<file path="config.mk">
export PLATFORM = sky130hd
export DESIGN_NAME = fifo_ff_sync_v2
export DESIGN_NICKNAME = d
export VERILOG_FILES = /design/src/rtl/fifo_ff_sync_v2.sv
export SDC_FILE = /design/constraint.sdc
export NUM_CORES = 1
export LEC_CHECK = 0
export BUFFER_PORTS_ARGS = -buffer_cell sky130_fd_sc_hd__buf_2
export CAP_MARGIN = 40
export CORE_MARGIN = 3
export CORE_UTILIZATION = 30
export CTS_BUF_LIST = sky130_fd_sc_hd__clkbuf_2 sky130_fd_sc_hd__clkbuf_4 sky130_fd_sc_hd__clkbuf_8
export CTS_CLUSTER_SIZE = 14
export DETAILED_ROUTE_END_ITERATION = 12
export MAX_ROUTING_LAYER = met4
export SLEW_MARGIN = 20
export SYNTH_ARGS = -nofsm -noshare
export SYNTH_HDL_FRONTEND = slang
export SYNTH_SLANG_ARGS = --single-unit
</file>
<file path="constraint.sdc">
create_clock -name clk -period 3.4 [get_ports clk]
set_input_delay 0.34 -clock clk [delete_from_list [all_inputs] [get_ports clk]]
set_output_delay 0.34 -clock clk [all_outputs]
set_load 0.1 [all_outputs]
</file>
<file path="src/rtl/fifo_ff_sync_v2.sv">
// Single-clock flip-flop FIFO with non-power-of-two depth, optional first-word-fall-through
// output, programmable almost-full/empty thresholds, flush and sticky error flags.
module fifo_ff_sync_v2 #(
  parameter int WIDTH     = 32,
  parameter int DEPTH     = 16,
  parameter int FWFT      = 0,
  parameter int AF_THRESH = DEPTH - 2,
  parameter int AE_THRESH = 2,
  localparam int ADDR     = $clog2(DEPTH)
) (
  input  logic             clk,
  input  logic             rst,
  input  logic             flush,
  input  logic             wr_en,
  input  logic [WIDTH-1:0] wr_data,
  input  logic             rd_en,
  output logic [WIDTH-1:0] rd_data,
  output logic             rd_valid,
  output logic             empty,
  output logic             full,
  output logic             almost_empty,
  output logic             almost_full,
  output logic [ADDR:0]    occup,
  output logic             overflow,
  output logic             underflow,
  input  logic             err_clr
);

  localparam logic [ADDR:0]   DEPTH_W  = (ADDR+1)'(DEPTH);
  localparam logic [ADDR:0]   AF_W     = (ADDR+1)'(AF_THRESH);
  localparam logic [ADDR:0]   AE_W     = (ADDR+1)'(AE_THRESH);
  localparam logic [ADDR:0]   OCC_ZERO = '0;
  localparam logic [ADDR-1:0] LAST_PTR = ADDR'(DEPTH - 1);
  localparam logic [ADDR-1:0] PTR_ONE  = ADDR'(1);

  logic [WIDTH-1:0] mem_q [DEPTH];

  logic [ADDR-1:0]  wr_ptr_q, wr_ptr_d;
  logic [ADDR-1:0]  rd_ptr_q, rd_ptr_d;
  logic [ADDR:0]    occup_q, occup_d;
  logic             empty_q, empty_d;
  logic             full_q, full_d;
  logic             ae_q, ae_d;
  logic             af_q, af_d;
  logic [WIDTH-1:0] rd_data_q, rd_data_d;
  logic             rd_valid_q, rd_valid_d;
  logic             overflow_q, overflow_d;
  logic             underflow_q, underflow_d;

  logic             wr_acc;
  logic             rd_acc;
  logic             load_head;
  logic [ADDR:0]    occ_after_rd;
  logic [ADDR-1:0]  wr_ptr_inc;
  logic [ADDR-1:0]  rd_ptr_inc;

  always_comb begin
    wr_acc       = wr_en & ~full_q & ~flush;
    rd_acc       = rd_en & ~empty_q & ~flush;
    wr_ptr_inc   = (wr_ptr_q == LAST_PTR) ? '0 : wr_ptr_q + PTR_ONE;
    rd_ptr_inc   = (rd_ptr_q == LAST_PTR) ? '0 : rd_ptr_q + PTR_ONE;
    occ_after_rd = occup_q - (ADDR+1)'(rd_acc);
    load_head    = rd_acc | (wr_acc & empty_q);

    wr_ptr_d    = wr_acc ? wr_ptr_inc : wr_ptr_q;
    rd_ptr_d    = rd_acc ? rd_ptr_inc : rd_ptr_q;
    occup_d     = occ_after_rd + (ADDR+1)'(wr_acc);
    rd_data_d   = rd_data_q;
    rd_valid_d  = 1'b0;
    overflow_d  = overflow_q;
    underflow_d = underflow_q;

    if (flush) begin
      wr_ptr_d = '0;
      rd_ptr_d = '0;
      occup_d  = '0;
    end

    if (FWFT != 0) begin
      // Memory keeps every stored word; the output register mirrors the head.
      // When the new head is the word being written this edge, take it from wr_data.
      if (load_head) begin
        if (occ_after_rd == OCC_ZERO) begin
          if (wr_acc) rd_data_d = wr_data;
        end else begin
          rd_data_d = mem_q[rd_ptr_d];
        end
      end
      rd_valid_d = (occup_d != OCC_ZERO);
    end else begin
      if (rd_acc) rd_data_d = mem_q[rd_ptr_q];
      rd_valid_d = rd_acc;
    end

    empty_d = (occup_d == OCC_ZERO);
    full_d  = (occup_d == DEPTH_W);
    ae_d    = (occup_d <= AE_W);
    af_d    = (occup_d >= AF_W);

    // Set wins over clear so an error in the clearing cycle is not lost.
    if (err_clr) begin
      overflow_d  = 1'b0;
      underflow_d = 1'b0;
    end
    if (wr_en & full_q & ~flush)  overflow_d  = 1'b1;
    if (rd_en & empty_q & ~flush) underflow_d = 1'b1;
  end

  always_ff @(posedge clk) begin
    if (rst) begin
      wr_ptr_q    <= '0;
      rd_ptr_q    <= '0;
      occup_q     <= '0;
      empty_q     <= 1'b1;
      full_q      <= 1'b0;
      ae_q        <= 1'b1;
      af_q        <= 1'b0;
      rd_data_q   <= '0;
      rd_valid_q  <= 1'b0;
      overflow_q  <= 1'b0;
      underflow_q <= 1'b0;
    end else begin
      wr_ptr_q    <= wr_ptr_d;
      rd_ptr_q    <= rd_ptr_d;
      occup_q     <= occup_d;
      empty_q     <= empty_d;
      full_q      <= full_d;
      ae_q        <= ae_d;
      af_q        <= af_d;
      rd_data_q   <= rd_data_d;
      rd_valid_q  <= rd_valid_d;
      overflow_q  <= overflow_d;
      underflow_q <= underflow_d;
    end
  end

  always_ff @(posedge clk) begin
    if (wr_acc) mem_q[wr_ptr_q] <= wr_data;
  end

  assign rd_data      = rd_data_q;
  assign rd_valid     = rd_valid_q;
  assign empty        = empty_q;
  assign full         = full_q;
  assign almost_empty = ae_q;
  assign almost_full  = af_q;
  assign occup        = occup_q;
  assign overflow     = overflow_q;
  assign underflow    = underflow_q;

endmodule

</file>
# Word level (Yosys, flattened, before mapping)
# Memories as Yosys holds them, arrays and structs flattened. A register that Yosys moved wholly into a read port is not among the register bits.
# Cells that the tools add are included.
dict set report classes {
  addsub 4
  n_lt_le_gt_ge 2
  eq_ne 3
  n_mux 8
  n_bitwise 11
  n_reduce_logical 4
}
# cell n
set op_table {}
lappend op_table {{4-bit by 1-bit adder with 4-bit output (second input constant)} 2}
lappend op_table {{1-bit AND} 8}
lappend op_table {{4-bit equality test (second input constant)} 2}
lappend op_table {{4-bit two-way mux} 2}
lappend op_table {{5-bit by 1-bit adder with 5-bit output} 1}
lappend op_table {{5-bit equality test (second input constant)} 1}
lappend op_table {{5-bit by 4-bit greater-or-equal comparator with 1-bit output (second input constant)} 1}
lappend op_table {{5-bit by 2-bit less-or-equal comparator with 1-bit output (second input constant)} 1}
lappend op_table {{5-bit logical NOT} 1}
lappend op_table {{1-bit two-way mux} 5}
lappend op_table {{5-bit two-way mux} 1}
lappend op_table {{5-bit by 1-bit subtractor with 5-bit output} 1}
lappend op_table {{2-bit nonzero test} 2}
lappend op_table {{1-bit NOT} 3}
lappend op_table {{2-bit OR reduction} 1}
dict set report totals {
  regBits 20
  ram_bits 512
  input_bits 38
  output_inout_bits 44
  elab_cells 43
  mem_count 1
}
# name depth width read_ports rd_clocked_by_memory_dff write_ports line_no
set mem_list {}
lappend mem_list {mem_q 16 32 1 1 1 36} ;# logic [WIDTH-1:0] mem_q [DEPTH];

# Longest topological paths before layout
dict set report depth {
  depth_word 7
  mapped_depth 14
  ltp_nobuf 14
}

# Worst setup path after synthesis
# No wires, ideal clock.
dict set report synth_path {
  kind {register to register}
  from {register full_q (netlist: full)}
  to {memory mem_q[3][0] (enable)}
  arrival_time_ns 3.626
  slack_ns -0.687
  stages_incl_launch_ff 4
  path_buffers 0
  period_less_slack_ns 4.087
  cell_sequence {dfxtp_1 nor3b_2 nand2_1 nor3_1}
}
dict set report synth_via {
  elab_chain_cells 5
}
# item line_no
set synth_lines {}
lappend synth_lines {{from (decl)} 42} ;# logic full_q, full_d;
lappend synth_lines {{from (signal assigned)} 127} ;# full_q <= full_d;
lappend synth_lines {{1-bit NOT} 58} ;# wr_acc = wr_en & ~full_q & ~flush;
lappend synth_lines {{1-bit AND (2 in a row)} 58}
lappend synth_lines {{1-bit two-way mux} 138} ;# if (wr_acc) mem_q[wr_ptr_q] <= wr_data;
lappend synth_lines {{1-bit two-way mux (not written as such)} 138}
lappend synth_lines {{to (decl)} 36}
# No other way between the ends.

# Worst setup path after layout
dict set report layout_path {
  from {input flush}
  to {register ae_q (netlist: almost_empty)}
}
dict set report layout_via {
  elab_chain_cells 6
  word_cells_on_any_way 7
}
# item line_no
set layout_lines {}
lappend layout_lines {{from (decl)} 13} ;# input logic flush,
lappend layout_lines {{1-bit NOT} 59} ;# rd_acc = rd_en & ~empty_q & ~flush;
lappend layout_lines {{1-bit AND} 59}
lappend layout_lines {{via rd_acc} 51} ;# logic rd_acc;
lappend layout_lines {{5-bit by 1-bit subtractor with 5-bit output} 62} ;# occ_after_rd = occup_q - (ADDR+1)'(rd_acc);
lappend layout_lines {{5-bit by 1-bit adder with 5-bit output} 67} ;# occup_d = occ_after_rd + (ADDR+1)'(wr_acc);
lappend layout_lines {{5-bit two-way mux} 73} ;# if (flush) begin
lappend layout_lines {{5-bit by 2-bit less-or-equal comparator with 1-bit output} 97} ;# ae_d = (occup_d <= AE_W);
lappend layout_lines {{to (signal assigned)} 116} ;# ae_q <= 1'b1;
lappend layout_lines {{to (signal assigned)} 128} ;# ae_q <= ae_d;
lappend layout_lines {{to (decl)} 43} ;# logic ae_q, ae_d;
# The timed path passes the listed nets, and every way through them passes these cells.
# A chain may end at the register's enable or synchronous reset.

==> summary.md <==
| Metric | Value |
|---|---|
| # Max-Cap Violations | 0 |
| Final slew viol count | 0 |
| Avg Synthesized Cell Area | 21.70 um^2 |
| Worst skew pair latency | 650 ps |
| Initial Util | 30.39% |
| Highest routed layer | met4 |
| Port bufs | 81 |
| WHS | 66.40 ps |
| Flops & latches, synth | 564 |
| Total Nets Final | 1,203 |
| Post-synth cell types | 41 |
| Metal2 WL | 23,210 um |
| TritonCTS clock tree | built |
| Hold-fix buffers at CTS | 11 |
| Syn Nets | 1,035 |
| RSZ-0062 raised after global routing | no |
| Via count | 10,310 |
| Max IR drop VDD | 0.3129 mV |
| Layout cells sized above 1 | 36.88% |
| Max-Slew Margin vs Limit | 50.50% |
| Antenna viol nets, final | 0 |
| DRC | 0 |
| Critical path class | in2reg |
| Vias in the first global route | 10,730 |
| Syn Inst Count | 986 |
| Final Hold Vio Count | 0 |
| Outcome | finished, final reports clean |
| RePlAce Congestion | 0.7481 |
| Netlist Area Pre-Place | 21,390 um^2 |
| Initial drt markers | 755 |
| Setup-failing EPs final | 0 |
| HP Class | in2reg |
| Die ar. | 74,550 um^2 |
| Routed wl met3 | 3310 um |
| WL met1 | 21,280 um |
| First-pass GRT wire length | 71,600 um |
| NetSw | 3.077 mW |
| Comb pwr share | 4.6% |
| Critical Path RT | 3950 ps |
| Total power divided by cell area | 557.7 nW/um^2 |
| Seq/Total Area, Yosys | 76.73% |
| Fin crit share | 86.02% |
| Die Span Y | 273.0 um |
| Data arrival, critical path | 3480 ps |
| Worst Path Max Fanout | 6 |
| H-Tree Depth | 3 |
| Sw Ratio | 21.94% |
| Startpoint Class | input pin |
| Final WL | 48,510 um |
| Most frequent cells in the layout | edfxtp_1, mux4_2, clkbuf_8 |
| DIE WIDTH | 273.0 um |
| Max frequency | 341.9 MHz |
| Worst R2R Path Depth | 13 |
| Setup bufs post-CTS | 0 |
| Routed length per placed instance | 22.37 um |
| Post-CTS Resized | 0 |
| CTS buffer count | 91 |
| Total Power | 14.02 mW |
| Pint | 10.95 mW |
| Ports | 82 |
| Setup TNS | 0 ps |
| Drt via density | 4.752 |
| CTS Root Cell | clkbuf_8 |
| Clock buffer depth | 3 |
| Drt pass-1 iters | 7 |
| Rows | 97 |
| Setup Skew | 18.23 ps |
| CORE AREA | 70,390 um^2 |
| Post-synth EDFFs | 512 |
| Overflow after GRT | 0 |
| Initial antenna violation count | 7 |
| Ys async rst share | 0% |
| Num Clock Sinks | 564 |
| Reg power frac | 54.5% |
| Final Critical Period | 2925 ps |
| Clock slew at reported path FFs | 60 ps |
| Ys flop type | edfxtp_1 |
| Slew @ Worst Pin | 742.5 ps |
| Clk pwr share | 40.9% |
| Largest net degree at the start of global routing | 52 |
| Most common cell after layout, fill and taps aside | edfxtp_1 |
| Synth warnings | 0 |
| Hold Path Stages | 1 |
| Post-DP HPWL | 26,170 um |
| Total global-route track usage | 13.42% |
| Crit end category | flop |
| Area added between synthesis and finish | 17.52% |
| Leak Pwr | 7.782 nW |
==> Yosys cell counts, drive strengths merged (2+ instances only) <==
cell type / n / area share [%]
nand2b: 2 / 0.058
nor3b: 2 / 0.094
o21ai: 35 / 0.82
mux2: 32 / 1.8
edfxtp: 512 / 72
nor2: 28 / 0.49
a211oi: 2 / 0.070
xor2: 7 / 0.29
ha: 10 / 0.58
nand2: 15 / 0.26
a22oi: 32 / 1.3
buf: 29 / 0.93
a31oi: 2 / 0.058
mux4: 128 / 13
a21oi: 12 / 0.28
mux2i: 32 / 1.5
nor3: 5 / 0.12
dfxtp: 52 / 4.9
inv: 14 / 0.25
clkbuf: 22 / 0.39
a32oi: 2 / 0.082
==> power groups by stage <==
stage	sequential, mW	combinational, mW	clock [mW]
after CTS	7.65	0.655	5.91
after global placement	7.79	0.630	0
after detailed placement	7.79	0.643	0
after global routing	7.65	0.693	6.23
after floorplan	8.00	0.218	0
final	7.65	0.647	5.73
==> cell type report <==
class | instances | area, um^2
inverter | 14 | 52.55
clock buffer | 131 | 1590
antenna | 6 | 15.01
multi-input combinational | 357 | 4792
tap | 940 | 1176
timing repair buffer | 126 | 883.3
sequential | 564 | 16430
clock inverter | 31 | 206.4
fill | 6522 | 45250
==> layer usage <==
metal | GRT usage (%) | vias to the layer above
met2 | 20.49 | 296
met4 | 3.596 | 0
met3 | 3.582 | 64
li1 | - | 4448
met5 | - | -
met1 | 17.82 | 5499
==> sequential cells by signal, indices dropped and copies added (netlist names) <==
name,count
wr_ptr_q,4
mem_q,512
rd_data,32
empty,1
almost_empty,1
occup,5
underflow,1
overflow,1
rd_ptr_q,4
rd_valid,1
full,1
almost_full,1
==> critical path: stages <==
cell           delay [ps]
dlygate4sd3_1         530
buf_2                 150
inv_2                  80
nand3b_1              170
inv_1                 250
ha_1                  280
inv_1                  60
ha_1                  160
inv_1                  60
fa_1                  430
nor2b_1               170
o21ai_0               120
nor4b_1               170
nor2_1                190
inv_1                  90
a211oi_1              210
==> stage by stage <==
stage	instance area, um^2	util [%]	cells	setup slack [ps]
2_1_floorplan	21410	-	986	166.9
3_3_place_gp	23220	32.99	1990	519.5
3_5_place_dp	23220	32.99	1990	384.9
4_1_cts	25130	35.70	2163	539.3
5_1_grt	25140	35.71	2168	205.1
6_report	25140	35.72	2169	475.4
==> cells by family after synthesis <==
group	after synthesis	synth area share, %
flops	564	76.73
compound gates	87	2.673
simple gates	60	1.293
fa+ha+maj	11	0.6784
buf+inv	65	1.561
mux	192	16.78
xor+xnor	7	0.2866
==> final timing paths <==
kind / endpoint / slack [ps] / start
min reg2reg: rd_data[4] / 490 / rd_data[4]
max reg2reg: almost_empty / 550 / empty
max: almost_empty / 480 / flush
min: mem_q[8][8] / 70 / wr_data[8]
(Power assumes the default switching activity.)
